`config.mk`:
```
export PLATFORM = sky130hd
export DESIGN_NAME = multicycle_control
export DESIGN_NICKNAME = d
export VERILOG_FILES = /design/src/rtl/multicycle_control.sv
export SDC_FILE = /design/constraint.sdc
export NUM_CORES = 1
export LEC_CHECK = 0
export BUFFER_PORTS_ARGS = -buffer_cell sky130_fd_sc_hd__buf_2
export CAP_MARGIN = 5
export CORE_MARGIN = 2
export CORE_UTILIZATION = 50
export CTS_BUF_LIST = sky130_fd_sc_hd__clkbuf_8
export DETAILED_ROUTE_END_ITERATION = 12
export PLACE_DENSITY = 0.79
export SYNTH_ARGS = -nofsm -noshare
export SYNTH_HDL_FRONTEND = slang
export SYNTH_SLANG_ARGS = --single-unit
```
`constraint.sdc`:
```
create_clock -name clk -period 1.8 [get_ports clk]
set_clock_uncertainty 0.1 [all_clocks]
set_input_delay 0 -clock clk [delete_from_list [all_inputs] [get_ports clk]]
set_output_delay 0 -clock clk [all_outputs]
set_load 0.01 [all_outputs]
```
`src/rtl/multicycle_control.sv`:
```
// Multi-cycle control FSM: fetch/decode/exec/mem/wb sequencing over a shared
// memory, with ready-handshake wait timeout, sticky trap and retire counter.
module multicycle_control #(
  parameter int ALU_OP_WIDTH = 3,
  parameter int MEM_TIMEOUT  = 15,
  parameter int CNT_WIDTH    = 32
) (
  input  logic                    clk,
  input  logic                    reset,
  input  logic [6:0]              OP_i,
  input  logic                    Mem_Ready_i,
  output logic                    PC_Write_o,
  output logic                    IR_Write_o,
  output logic                    IorD_o,
  output logic                    Mem_Read_o,
  output logic                    Mem_Write_o,
  output logic                    Reg_Write_o,
  output logic                    ALU_Src_o,
  output logic [ALU_OP_WIDTH-1:0] ALU_Op_o,
  output logic [1:0]              PC_Src_o,
  output logic                    Branch_o,
  output logic [1:0]              Mem_to_Reg_o,
  output logic                    Trap_o,
  output logic [1:0]              Cause_o,
  output logic [CNT_WIDTH-1:0]    Retired_o
);

  localparam int WW = (MEM_TIMEOUT > 0) ? $clog2(MEM_TIMEOUT + 1) : 1;

  typedef enum logic [2:0] {
    S_IDLE,
    S_FETCH,
    S_DECODE,
    S_EXEC,
    S_MEM,
    S_WB,
    S_TRAP
  } state_t;

  typedef enum logic [2:0] {
    C_R    = 3'd0,
    C_I    = 3'd1,
    C_LUI  = 3'd2,
    C_ST   = 3'd3,
    C_LD   = 3'd4,
    C_BR   = 3'd5,
    C_JAL  = 3'd6,
    C_JALR = 3'd7
  } cls_t;

  state_t         state;
  cls_t           cls;
  cls_t           op_cls;
  logic           op_legal;
  logic [WW-1:0]  wait_cnt;
  logic           in_wait;
  logic           timeout;
  logic           trap;
  logic [1:0]     cause;
  logic [CNT_WIDTH-1:0] retired;

  always_comb begin
    op_cls   = C_R;
    op_legal = 1'b1;
    case (OP_i)
      7'b0110011: op_cls = C_R;
      7'b0010011: op_cls = C_I;
      7'b0110111: op_cls = C_LUI;
      7'b0100011: op_cls = C_ST;
      7'b0000011: op_cls = C_LD;
      7'b1100011: op_cls = C_BR;
      7'b1101111: op_cls = C_JAL;
      7'b1100111: op_cls = C_JALR;
      default:    op_legal = 1'b0;
    endcase
  end

  assign in_wait = (state == S_FETCH) || (state == S_MEM);
  assign timeout = (MEM_TIMEOUT != 0) && in_wait && !Mem_Ready_i &&
                   (wait_cnt == WW'(MEM_TIMEOUT));

  always_ff @(posedge clk or negedge reset) begin
    if (!reset) begin
      state    <= S_IDLE;
      cls      <= C_R;
      wait_cnt <= '0;
      retired  <= '0;
      trap     <= 1'b0;
      cause    <= 2'b00;
    end else begin
      if (in_wait && !Mem_Ready_i && !timeout)
        wait_cnt <= wait_cnt + WW'(1);
      else
        wait_cnt <= '0;

      case (state)
        S_IDLE: state <= S_FETCH;
        S_FETCH: begin
          if (Mem_Ready_i) begin
            cls <= op_cls;
            if (op_legal) begin
              state <= S_DECODE;
            end else begin
              state <= S_TRAP;
              trap  <= 1'b1;
              cause <= 2'b01;
            end
          end else if (timeout) begin
            state <= S_TRAP;
            trap  <= 1'b1;
            cause <= 2'b10;
          end
        end
        S_DECODE: state <= S_EXEC;
        S_EXEC: begin
          case (cls)
            C_LD, C_ST: state <= S_MEM;
            C_BR: begin
              state   <= S_FETCH;
              retired <= retired + CNT_WIDTH'(1);
            end
            default: state <= S_WB;
          endcase
        end
        S_MEM: begin
          if (Mem_Ready_i) begin
            if (cls == C_LD) begin
              state <= S_WB;
            end else begin
              state   <= S_FETCH;
              retired <= retired + CNT_WIDTH'(1);
            end
          end else if (timeout) begin
            state <= S_TRAP;
            trap  <= 1'b1;
            cause <= 2'b10;
          end
        end
        S_WB: begin
          state   <= S_FETCH;
          retired <= retired + CNT_WIDTH'(1);
        end
        S_TRAP: state <= S_TRAP;
        default: state <= S_IDLE;
      endcase
    end
  end

  // Moore decode; FETCH strobes qualify on the ready handshake
  always_comb begin
    PC_Write_o   = 1'b0;
    IR_Write_o   = 1'b0;
    IorD_o       = 1'b0;
    Mem_Read_o   = 1'b0;
    Mem_Write_o  = 1'b0;
    Reg_Write_o  = 1'b0;
    ALU_Src_o    = 1'b0;
    ALU_Op_o     = '0;
    PC_Src_o     = 2'b00;
    Branch_o     = 1'b0;
    Mem_to_Reg_o = 2'b00;
    case (state)
      S_FETCH: begin
        Mem_Read_o = 1'b1;
        if (Mem_Ready_i) begin
          IR_Write_o = 1'b1;
          PC_Write_o = 1'b1;
        end
      end
      S_EXEC: begin
        ALU_Op_o  = ALU_OP_WIDTH'(cls);
        ALU_Src_o = (cls == C_I) || (cls == C_LUI) || (cls == C_LD) ||
                    (cls == C_ST) || (cls == C_JALR);
        case (cls)
          C_BR: begin
            Branch_o = 1'b1;
            PC_Src_o = 2'b01;
          end
          C_JAL: begin
            PC_Write_o = 1'b1;
            PC_Src_o   = 2'b01;
          end
          C_JALR: begin
            PC_Write_o = 1'b1;
            PC_Src_o   = 2'b10;
          end
          default: ;
        endcase
      end
      S_MEM: begin
        IorD_o      = 1'b1;
        Mem_Read_o  = (cls == C_LD);
        Mem_Write_o = (cls == C_ST);
      end
      S_WB: begin
        Reg_Write_o = 1'b1;
        case (cls)
          C_LD:          Mem_to_Reg_o = 2'b01;
          C_JAL, C_JALR: Mem_to_Reg_o = 2'b10;
          default:       Mem_to_Reg_o = 2'b00;
        endcase
      end
      default: ;
    endcase
  end

  assign Trap_o    = trap;
  assign Cause_o   = cause;
  assign Retired_o = retired;

endmodule

```
==> results_dict.tcl <==
set metrics [dict create \
    fillers 341 \
    path_cells "nor3b_2, o32ai_4, buf_4, o21a_4, buf_12, and3_1, xor2_1" \
    cts_tree "yes" \
    cts-root-buf "clkbuf_8" \
    slew_viol_final 0 \
    postRouteAntennaNets 0 \
    finalCritPeriodShare_pct 103 \
    final_core_util_pct 73.0 \
    cts_sinks 45 \
    synthesis.yosys.warnings 0 \
    cts_buffers 5 \
    power_leakage_uw 0.00171 \
    place_area_um2 3020 \
    layout_common_cells "buf_2 (58), dfrtp_1 (44), buf_4 (34)" \
    multi_input_area_um2 1320 \
    design_area_um2 3400 \
    crit_arrival_ns 1.95 \
    viasPerCell 5.45 \
    synth.distinct_cells 44 \
    grt_usage_pct 22.8 \
    synth-edff-count 0 \
    fin_total_pwr_uw 3390 \
    insertion_delay_ns 0.30 \
    synth_ff_type "dfrtp_1" \
    powerDensity_nw_per_um2 995 \
    layout.cells.non_filler 396 \
    worstSetupPathType "reg2reg" \
    setup_slack_ns -0.0617 \
    htree_levels 2 \
    cp.required_ns 1.89 \
    ios 60 \
    mostFrequentLayoutCell "buf_2" \
    antenna_found_initial 0 \
    clk_pin_slew_ns 0.09 \
    cp_top_family "simple AND/OR/NAND/NOR gates" \
    grt_max_degree 35 \
    drc 0 \
    yosysSeqAreaShare_pct 47.0 \
    num_rows 25 \
    period_needed_ns 1.86 \
    grt_setup_unrepaired "yes" \
    synth.cell_area_um2 2390 \
    synthCells 236 \
    dr.first_iter.drc_count 67 \
    register_area_um2 1130 \
    avgSynthCellArea_um2 10.1 \
    post-place-ws_ns -0.0665 \
    die_area_um2 5360 \
    irDropWorstVdd_mv 0.450 \
    dpl.hpwl_um 4140 \
    startpoint_type "flip-flop" \
    max_freq_mhz 537 \
    dr_total_vias 2160 \
    fin_nets 353 \
    setup_viol 13 \
    dieHeight_um 73.2 \
    end_kind "flip-flop" \
    synth_nets 248 \
    diodes 0 \
    drv_cap 0 \
    status "finished, violations left" \
    grt_overflow_total 0 \
    fp.coreArea_um2 4660 \
    area_growth_pct 42.2 \
    start_util_pct 51.4 \
    io_buffers 59 \
    drive_above_1_share_pct 42.1 \
    first_pass_iters 4 \
    slew_headroom_pct 50.8 \
    cp_max_fo 6 \
    place_inst 372 \
    hold_viol 0 \
    cp_num_buf_inv 2 \
    crit_path_max_incr_delay_ns 0.40 \
    die_w_um 73.2 \
    gp_congestion 0.832 \
    wl_per_cell_um 14.9 \
    hold_class "in2reg" \
    crit_slowest_cell "dfrtp_1" \
    synth-async-reset-ratio_pct 100 \
    routed_wl_um 5890 \
    grt_pass1_vias 2053 \
    cts_buffer_depth 2 \
    grt_first_pass_wirelength_um 9400 \
    violations "setup timing" \
    yosys_register_bits 45 \
    worst_pin_slew_ns 0.738 \
]
## state kept, by name, summed over array words and instances, names as in the netlist
signal and count:
cls 3, state 3, Trap_o 1, wait_cnt 4, Retired_o 32, Cause_o 2
## synth_stat cells (5+ instances only)
master	n	area share [%]
nand3_1	11	2.3
nand2_1	13	2.0
nand4_1	5	1.3
clkbuf_1	9	1.4
dfrtp_1	45	47
inv_1	10	1.6
and3_1	15	3.9
xor2_1	15	5.5
xnor2_1	19	7.0
nor3_1	10	2.1
nor2_1	21	3.3
## worst min-delay path, cell delays in order
cell and delay [ns]:
buf_2 0.16, o22ai_1 0.10, o22ai_1 0.12
## power breakdown
group          internal [uW]  leakage [uW]  switching [uW]
Combinational            743       0.00108             778
Clock                    302     0.0000538             324
Sequential              1130      0.000579             107
## logic make-up after synthesis
kind of cell | count (synthesis) | synth area share [%]
and+or+nand+nor | 103 | 24.3
xor gates and xnor gates | 34 | 12.4
muxes | 2 | 0.889
adders and majority gates | 2 | 1.05
AOI/OAI and AO/OA | 27 | 10.3
DFF | 45 | 47.0
buffers and inverters | 23 | 4.02
## per-stage QoR
step                      setup TNS (ns)  hold slack, ns
after floorplan                   -0.373          -0.396
after global placement                 0        -0.00304
after detailed placement          -0.207         0.00738
after CTS                         -0.503         -0.0218
after global routing               -2.57          0.0570
final                             -0.280          0.0380
## routing by layer
metal  routed length [um]  track usage, %  vias up
li1                     -               -     1038
met1                 2400            28.0     1054
met2                 3110            40.1       61
met3                  336            5.11        7
met4                   47            5.97        0
met5                    0               0        -
## path summary, 6_finish.rpt
path                               start       endpoint  slack (ns)  depth (start not counted)
min reg2reg                Retired_o[31]  Retired_o[31]        0.36                          1
min in group asynchronous          reset   Retired_o[6]        0.19                          2
max in group asynchronous          reset         Trap_o        0.79                          3
min                          Mem_Ready_i       state[0]        0.04                          3
max                               cls[1]   Retired_o[8]       -0.06                          7
max reg2reg                       cls[1]   Retired_o[8]       -0.06                          7
## repair_timing
item,CTS,global route
pin swaps,5,21
gates cloned,0,1
hold buffers,7,1
resized for setup,10,22
buffers inserted,2,5
endpoints found under the setup margin,16,36
hold endpoints to repair,36,1
## cell type report
cell class                 instances  area share, %
clock buffer                       6           2.43
clock inverter                     2          0.221
inverter                          11           1.29
multi-input combinational        168           38.6
sequential                        45           33.1
tap                               54           1.98
timing repair buffer             110           22.3
Power figures use the tool's default switching activity.
